==> src/rtl/switch_debounce4.sv <==
// Four-channel slide-switch debouncer: 2-flop synchronizer, per-channel IDLE/CHECK FSM.
// Define SWITCH_DEBOUNCE_EDGE_EN to build the sw_rise/sw_fall edge pulses (else tied to 0).
module switch_debounce4 #(
   parameter int unsigned STABLE_CYCLES = 50000,
   parameter int unsigned CNT_W         = 16
) (
   input  logic       clk,
   input  logic       rst,
   input  logic [3:0] sw_in,
   output logic [3:0] sw_clean,
   output logic [3:0] sw_rise,
   output logic [3:0] sw_fall,
   output logic       changed
);

   typedef enum logic {StIdle, StCheck} state_e;

   localparam logic [CNT_W-1:0] CntTarget = CNT_W'(STABLE_CYCLES);
   localparam logic [CNT_W-1:0] CntOne    = CNT_W'(1);
   localparam logic [CNT_W-1:0] CntMax    = {CNT_W{1'b1}};

   logic [3:0]       sync1_q, sync2_q;
   state_e           state_q [4];
   state_e           state_d [4];
   logic [CNT_W-1:0] cnt_q [4];
   logic [CNT_W-1:0] cnt_d [4];
   logic [3:0]       clean_q, clean_d;
   logic [3:0]       load;
   logic             changed_q;

   always_ff @(posedge clk or posedge rst) begin
      if (rst) begin
         sync1_q <= '0;
         sync2_q <= '0;
      end else begin
         sync1_q <= sw_in;
         sync2_q <= sync1_q;
      end
   end

   always_comb begin
      clean_d = clean_q;
      load    = '0;
      for (int i = 0; i < 4; i++) begin
         state_d[i] = state_q[i];
         cnt_d[i]   = cnt_q[i];
         unique case (state_q[i])
            StIdle: begin
               if (sync2_q[i] != clean_q[i]) begin
                  state_d[i] = StCheck;
                  cnt_d[i]   = CntOne;
               end else begin
                  cnt_d[i] = '0;
               end
            end
            StCheck: begin
               if (sync2_q[i] == clean_q[i]) begin
                  // Input fell back before the hold time elapsed: glitch, discard.
                  state_d[i] = StIdle;
                  cnt_d[i]   = '0;
               end else if (cnt_q[i] == CntTarget) begin
                  state_d[i] = StIdle;
                  cnt_d[i]   = '0;
                  clean_d[i] = sync2_q[i];
                  load[i]    = 1'b1;
               end else if (cnt_q[i] != CntMax) begin
                  cnt_d[i] = cnt_q[i] + CntOne;
               end
            end
         endcase
      end
   end

   always_ff @(posedge clk or posedge rst) begin
      if (rst) begin
         for (int i = 0; i < 4; i++) begin
            state_q[i] <= StIdle;
            cnt_q[i]   <= '0;
         end
         clean_q   <= '0;
         changed_q <= 1'b0;
      end else begin
         for (int i = 0; i < 4; i++) begin
            state_q[i] <= state_d[i];
            cnt_q[i]   <= cnt_d[i];
         end
         clean_q   <= clean_d;
         changed_q <= |load;
      end
   end

   assign sw_clean = clean_q;
   assign changed  = changed_q;

`ifdef SWITCH_DEBOUNCE_EDGE_EN
   logic [3:0] rise_q, fall_q;

   // Pulses share the load edge, so they coincide with the new sw_clean value.
   always_ff @(posedge clk or posedge rst) begin
      if (rst) begin
         rise_q <= '0;
         fall_q <= '0;
      end else begin
         rise_q <= load & sync2_q;
         fall_q <= load & ~sync2_q;
      end
   end

   assign sw_rise = rise_q;
   assign sw_fall = fall_q;
`else
   assign sw_rise = '0;
   assign sw_fall = '0;
`endif

endmodule

==> config.mk <==
export PLATFORM = sky130hd
export DESIGN_NAME = switch_debounce4
export DESIGN_NICKNAME = d
export VERILOG_FILES = /design/src/rtl/switch_debounce4.sv
export SDC_FILE = /design/constraint.sdc
export NUM_CORES = 1
export LEC_CHECK = 0
export ABC_AREA = 1
export CORE_MARGIN = 4
export CORE_UTILIZATION = 60
export CTS_CLUSTER_SIZE = 10
export DETAILED_ROUTE_END_ITERATION = 16
export PLACE_DENSITY = 0.79
export SYNTH_ARGS = -nofsm -noshare
export SYNTH_HDL_FRONTEND = slang
export SYNTH_SLANG_ARGS = --single-unit
==> constraint.sdc <==
create_clock -name clk -period 3.6 [get_ports clk]
set_clock_uncertainty 0.2 [all_clocks]
set_input_delay 0.72 -clock clk [delete_from_list [all_inputs] [get_ports clk]]
set_output_delay 0.72 -clock clk [all_outputs]
set_load 0.005 [all_outputs]
Yosys cells after proc, flatten, opt, wreduce, memory -nomap -nowiden
Cells that the tools add are included.
- register bits: 81
- logic and storage cells: 100
- output and inout port bits: 13
- bits of input ports: 6
- add/sub/neg operators: 4
- reduce and logical (&&, ||, !) cells: 5
- bitwise operators: 8
- equal/unequal tests: 20
- mux-type cells: 48
- operator list (kind ; count):
    16-bit two-way mux ; 12
    16-bit case mux with 2 select lines ; 4
    16-bit by 1-bit adder with 16-bit output, second input constant ; 4
    16-bit equality test, second input constant ; 4
    16-bit inequality test, second input constant ; 4
    1-bit two-way mux ; 28
    4-bit by 1-bit inequality test with 1-bit output, second input constant ; 4
    3-bit AND reduction ; 4
    1-bit inverter ; 8
    1-bit case mux with 2 select lines ; 4
    1-bit equality test ; 4
    1-bit inequality test ; 4
    4-bit OR reduction ; 1

Longest topological paths before layout
Gate-level depths: netlist of the first run.
- word-level depth: 5
- depth in mapped cells: 11
- gate-level depth less buffers: 11

Least setup slack after synthesis of the first run
Ideal clock, no wire load.
- path kind: reg2reg
- start point: register cnt_q[16] (netlist name)
- end point: register cnt_q[27] (netlist name)
- period minus slack after synthesis: 1.670 ns
- required time: 3.328 ns
- data arrival time: 1.398 ns
- path slack: 1.930 ns
- library setup time: 0.072 ns
- path buffers: 0
- stages on the path, launching flop included: 10
- cell sequence: dfrtp_1 -> ha_1 -> nand3_1 -> nor2_2 -> nand3_2 -> nor2_2 -> inv_2 -> nand3_1 -> nand2_1 -> nor2_1
- cells in the longest elaborated chain, start to end: 5
- elaborated cells between the ends (all ways): 8
- those cells by class: add/sub: 1; eq/ne: 3; mux: 4
- RTL lines (element ; line ; RTL):
    start, declared ; 25 ; logic [CNT_W-1:0] cnt_q [4];
    start signal, assigned by index ; 85 ; cnt_q[i] <= cnt_d[i];
    16-bit by 1-bit adder with 16-bit output ; 67 ; cnt_d[i] = cnt_q[i] + CntOne;
    16-bit two-way mux ; 66 ; end else if (cnt_q[i] != CntMax) begin
    16-bit two-way mux ; 61 ; end else if (cnt_q[i] == CntTarget) begin
    16-bit two-way mux ; 57 ; if (sync2_q[i] == clean_q[i]) begin
    16-bit case mux with 2 select lines ; 47 ; unique case (state_q[i])
Parallel ways exist; a longest one is shown, timed or not. The select of a mux whose other input is x is not followed.
A chain may end at the register's enable or synchronous reset.

Worst setup path after layout of the first run
- start point: register clean_q[2] (netlist: sw_clean[2])
- end point: output sw_clean[2]
- RTL lines (element ; line ; RTL):
    start, declared ; 27 ; logic [3:0] clean_q, clean_d;
    start signal, assigned ; 87 ; clean_q <= clean_d;
    end, declared ; 10 ; output logic [3:0] sw_clean,
No word-level cell between the ends.

==> results of run 1 <==
-- Yosys cell counts, drive strengths merged --
library cell	count	area, µm²
nand3	75	398
nand4	33	206
nand3b	1	7.51
nor3	31	160
and3	1	6.26
nor2	99	404
a31o	1	8.76
clkbuf	2	7.51
ha	8	100
or2	6	37.5
o211ai	1	7.51
a31oi	3	18.8
dfrtp	81	2030
nor4	1	6.26
conb	1	3.75
buf	11	83.8
inv	99	372
a211oi	1	7.51
xnor2	2	17.5
a21oi	16	80.1
nand2	146	551
xor2	1	8.76
o21ai	45	229
o21bai	1	7.51
o211a	2	20.0
-- logic make-up after synthesis --
kind of cell,share of synthesized area [%]
flops,42.4
fa+ha+maj,2.10
simple gates,37.2
xor+xnor,0.550
other cells,0.0785
compound gates,7.94
buf+inv,9.69
-- metal layers --
metal	track usage, %	part of all wire, %	up-vias
met5	0	0	-
met4	6.60	0.95	0
met3	4.24	5.2	11
met2	40.2	49	114
met1	32.1	45	2043
li1	-	-	2210
-- worst paths after layout --
| path | from | to | depth (start not counted) |
|---|---|---|---|
| setup / recovery | sw_clean[2] | sw_clean[2] | 1 |
| hold / removal | sync1_q[2] | sync2_q[2] | 0 |
| setup reg to reg | cnt_q[0] | cnt_q[5] | 7 |
| hold reg to reg | sync1_q[2] | sync2_q[2] | 0 |
| max in group asynchronous | rst | changed | 3 |
| min in group asynchronous | rst | cnt_q[33] | 2 |
-- area by class of cell --
| class | instances | area [µm²] |
|---|---|---|
| clock inverters | 5 | 53.8 |
| multi-input cells | 482 | 2310 |
| inverters | 99 | 373 |
| repair buffers | 11 | 120 |
| well taps | 102 | 128 |
| clock buffers | 11 | 151 |
| fillers | 670 | 2560 |
| flip-flops and latches | 81 | 2030 |
-- power by group --
| group | switching [mW] | total [mW] | internal [mW] |
|---|---|---|---|
| clock | 0.341 | 0.698 | 0.357 |
| sequential | 0.0197 | 0.952 | 0.932 |
| combinational | 0.0955 | 0.137 | 0.0411 |
| total | 0.456 | 1.79 | 1.33 |
-- flip-flops by register name, indices dropped and copies added (netlist names) --
register	cells
sync1_q	4
sw_clean	4
changed	1
sync2_q	4
state_q	4
cnt_q	64
==> flow_metrics.env, run 1 <==
export IMPL_post_cts_setup_buffers=0
export IMPL_h_tree_depth=3
export IMPL_drt_pass1_iterations=5
export IMPL_hp_class="reg -> reg"
export IMPL_io_buffers=10
export IMPL_drive_gt1_share_pct=5.95
export IMPL_start_kind="flip-flop"
export IMPL_drc=0
export IMPL_most_common_layout_cells="nand2_1, inv_1, nor2_1"
export IMPL_fmax_ghz=0.454
export IMPL_cts_sinks=81
export IMPL_dp_cells=775
export IMPL_yosysWarnings=0
export IMPL_crit_type="reg -> out"
export IMPL_fin_setup_tns_ns=0
export IMPL_worstMarginPinSlew_ns=0.893
export IMPL_hold_slack_ns=0.156
export IMPL_drt_iter0_drc=273
export IMPL_finalInstanceArea_um2=5160
export IMPL_cpLargestDelayFamily="buffers and inverters"
export IMPL_grt_pass1_wl_um=19000
export IMPL_synth_area_um2=4780
export IMPL_synth_seq_area_share_pct=42.4
export IMPL_drt_total_wl_um=10800
export IMPL_gr_total_overflow=0
export IMPL_power_mw=1.79
export IMPL_nets=698
export IMPL_dp_slack_ns=1.46
export IMPL_initial_core_util_pct=61.8
export IMPL_detail_route_wl_per_cell_um=13.6
export IMPL_place_hpwl_um=7780
export IMPL_reg2reg_slack_ns=1.48
export IMPL_peakVddDrop_mv=0.209
export IMPL_syn_area_per_cell_um2=7.15
export IMPL_cts_tree="yes"
export IMPL_slew_headroom_pct=40.4
export IMPL_place_gp_congestion=0.922
export IMPL_antenna_left=0
export IMPL_crit_chain="clkdlybuf4s50_1"
export IMPL_cts_made_buffers=9
export IMPL_clk_pin_slew_ns=0.07
export IMPL_first_global_vias=4275
export IMPL_cts_hold_buf=0
export IMPL_cts_root_buf="clkbuf_8"
export IMPL_cap_violations=0
export IMPL_vias_per_cell=5.53
export IMPL_setup_slack_ns=1.40
export IMPL_synth_cell_types=37
export IMPL_p_leak_nw=2.36
export IMPL_die_width_um=97.2
export IMPL_instances_no_fill=791
export IMPL_die_area_um2=9450
export IMPL_antenna_found_initial=0
export IMPL_cts_resized=0
export IMPL_cp_slowest_cell="clkdlybuf4s50_1"
export IMPL_synth_seq_cells=81
export IMPL_powerDensity_nw_per_um2=346
export IMPL_clock_path_buffers=2
export IMPL_setup_viol=0
export IMPL_io_pins=19
export IMPL_critPathMaxFanout=4
export IMPL_arrival_ns=1.28
export IMPL_cp_buffers_inverters=1
export IMPL_max_stage_delay_ns=0.53
export IMPL_clkLatencyLatePin_ns=0.35
export IMPL_chipHeight_um=97.2
export IMPL_rsz0062_at_grt="false"
export IMPL_final_common_cell="nand2_1"
export IMPL_hold_violations=0
export IMPL_fin_crit_sh_pct=61.1
export IMPL_post_route_util_pct=66.8
export IMPL_required_ns=2.68
export IMPL_min_period_ns=2.20
export IMPL_grt_max_degree=52
export IMPL_syn_to_final_growth_pct=8.15
export IMPL_num_vias=4378
export IMPL_status="completed"
export IMPL_cp_end_kind="output port"
export IMPL_insertedDiodeCount=0
export IMPL_num_rows=32
export IMPL_placed_area_um2=4960
export IMPL_core_area_um2=7730
export IMPL_final_max_slew_viol_count=0
export IMPL_postSynthCellCount=668
export IMPL_grt_usage_pct=23.9
(Power assumes the default switching activity.)
==> run 2, diff against run 1 <==
--- a/config.mk
+++ b/config.mk
@@ -7,10 +7,10 @@
 export LEC_CHECK = 0
 export ABC_AREA = 1
 export CORE_MARGIN = 4
-export CORE_UTILIZATION = 60
+export CORE_UTILIZATION = 55
 export CTS_CLUSTER_SIZE = 10
 export DETAILED_ROUTE_END_ITERATION = 16
-export PLACE_DENSITY = 0.79
+export PLACE_DENSITY = 0.76
 export SYNTH_ARGS = -nofsm -noshare
 export SYNTH_HDL_FRONTEND = slang
 export SYNTH_SLANG_ARGS = --single-unit
==> constraint.sdc (replaced) <==
create_clock -name clk -period 1.9 [get_ports clk]
set_clock_uncertainty 0.2 [all_clocks]
set_input_delay 0.38 -clock clk [delete_from_list [all_inputs] [get_ports clk]]
set_output_delay 0.38 -clock clk [all_outputs]
set_load 0.005 [all_outputs]
==> flow_metrics.env, run 2 (synthesis results as in run 1) <==
export IMPL_status="completed"
export IMPL_die_width_um=101
export IMPL_fin_setup_tns_ns=0
export IMPL_powerDensity_nw_per_um2=625
export IMPL_min_period_ns=1.80
export IMPL_h_tree_depth=3
export IMPL_largest_register_ffs=64
export IMPL_insertedDiodeCount=0
export IMPL_n_fill_cell=702
export IMPL_nets=723
export IMPL_grt_max_degree=44
export IMPL_crit_chain="ha_4, inv_1, nor2_4, nand2_2, nor2_4, nand3_2, nand3_1, o21ai_1"
export IMPL_regMostFlops="cnt_q"
export IMPL_num_rows=33
export IMPL_most_common_layout_cells="nand2_1, inv_1, nor2_1"
export IMPL_cts_tree="yes"
export IMPL_rsz0062_at_grt="true"
export IMPL_io_buffers=10
export IMPL_clk_pin_slew_ns=0.09
export IMPL_arrival_ns=1.85
export IMPL_drt_total_wl_um=11300
export IMPL_crit_type="reg -> reg"
export IMPL_dp_slack_ns=-0.0626
export IMPL_die_area_um2=10200
export IMPL_first_global_vias=4247
export IMPL_start_kind="flip-flop"
export IMPL_clock_path_buffers=2
export IMPL_critPathMaxFanout=6
export IMPL_grt_util_met1_pct=31.9
export IMPL_cts_made_buffers=9
export IMPL_peakVddDrop_mv=0.463
export IMPL_hp_class="in -> async"
export IMPL_cp_end_kind="flip-flop"
export IMPL_cp_slowest_cell="dfrtp_1"
export IMPL_post_route_util_pct=65.6
export IMPL_drt_iter0_drc=274
export IMPL_grt_usage_pct=23.2
export IMPL_power_mw=3.42
export IMPL_p_leak_nw=2.53
export IMPL_path_common_cell="nor2_4"
export IMPL_drive_gt1_share_pct=12.6
export IMPL_grt_pass1_wl_um=19300
export IMPL_place_gp_congestion=0.970
export IMPL_num_vias=4603
export IMPL_gr_total_overflow=0
export IMPL_grt_use_met2_pct=36.9
export IMPL_clkLatencyLatePin_ns=0.36
export IMPL_setup_slack_ns=0.0971
export IMPL_cap_violations=0
export IMPL_max_stage_delay_ns=0.43
export IMPL_hold_violations=0
export IMPL_antenna_left=0
export IMPL_cp_buffers_inverters=1
export IMPL_fin_crit_sh_pct=94.9
export IMPL_grt_most_used_layer="met2"
export IMPL_initial_core_util_pct=57.3
export IMPL_cts_root_buf="clkbuf_8"
export IMPL_final_max_slew_viol_count=0
export IMPL_cpLargestDelayFamily="simple AND/OR/NAND/NOR gates"
export IMPL_cts_sinks=81
export IMPL_required_ns=1.95
export IMPL_antenna_found_initial=0
export IMPL_fmax_ghz=0.555
export IMPL_final_common_cell="nand2_1"
export IMPL_chipHeight_um=101
export IMPL_cts_hold_buf=0
export IMPL_place_hpwl_um=8280
export IMPL_worstMarginPinSlew_ns=0.506
export IMPL_drt_pass1_iterations=5
export IMPL_detail_route_wl_per_cell_um=13.9
export IMPL_hold_slack_ns=0.0724
export IMPL_slew_headroom_pct=66.0
export IMPL_grt_use_met3_pct=4.34
export IMPL_syn_to_final_growth_pct=14.6
export IMPL_drc=0
export IMPL_vias_per_cell=5.62
export IMPL_core_area_um2=8340
export IMPL_setup_viol=0
export IMPL_io_pins=19
## run 2: cell count changes in the layout (fill, tap and decap cells not counted), moves of 3 or more
cell             change
clkinv_2             -4
dfrtp_1              -3
ha_1                 -5
buf_4               +23
nor2_1               -6
nand2_2              +6
nand3_2              +3
clkinvlp_4           +3
clkdlybuf4s50_1      -4
nor2_4               +4
dfrtp_2              +3
ha_2                 +4
dlymetal6s2s_1       +4
nand2_1              -6
## run 2: layout make-up
class | count | area [µm²] | area share [%]
clock buffers | 11 | 141 | 2.58
inverters | 99 | 375 | 6.86
well taps | 105 | 131 | 2.40
flip-flops and latches | 81 | 2030 | 37.1
multi-input cells | 483 | 2420 | 44.2
clock inverters | 5 | 62.6 | 1.14
repair buffers | 35 | 314 | 5.74
## run 2: stage by stage
stage | cell area (µm²) | std cells
floorplan | 4810 | 675
global placement | 5090 | 794
detailed placement | 5090 | 794
CTS | 5300 | 810
global route | 5470 | 819
finish | 5470 | 819
## run 2: repair_timing
item | in CTS | in global routing
pin swaps | 0 | 6
resized for setup | 2 | 33
setup buffers | 0 | 8
endpoints found under the setup margin | 9 | 57
cloned | 0 | 1
## run 2: per-layer routing
layer | part of all wire (%) | up-vias
met4 | 2.0 | 0
li1 | - | 2269
met3 | 7.0 | 29
met2 | 49 | 208
met1 | 42 | 2097
met5 | 0 | -
## run 2: report_power, final
part / internal [mW] / total (mW) / switching (mW)
clock network: 0.650 / 1.30 / 0.646
logic: 0.115 / 0.313 / 0.198
registers: 1.77 / 1.81 / 0.0407
total: 2.53 / 3.42 / 0.885
## run 2: path summary, 6_finish.rpt
path / from / endpoint / slack (ns) / cells past startpoint
setup reg to reg: cnt_q[48] / cnt_q[49] / 0.1 / 8
setup / recovery: cnt_q[48] / cnt_q[49] / 0.1 / 8
min in group clk: sync1_q[2] / sync2_q[2] / 0.16 / 0
hold / removal: rst / sw_clean[0] / 0.07 / 2
hold reg to reg: sync1_q[2] / sync2_q[2] / 0.16 / 0
max in group asynchronous: rst / cnt_q[28] / 0.96 / 3
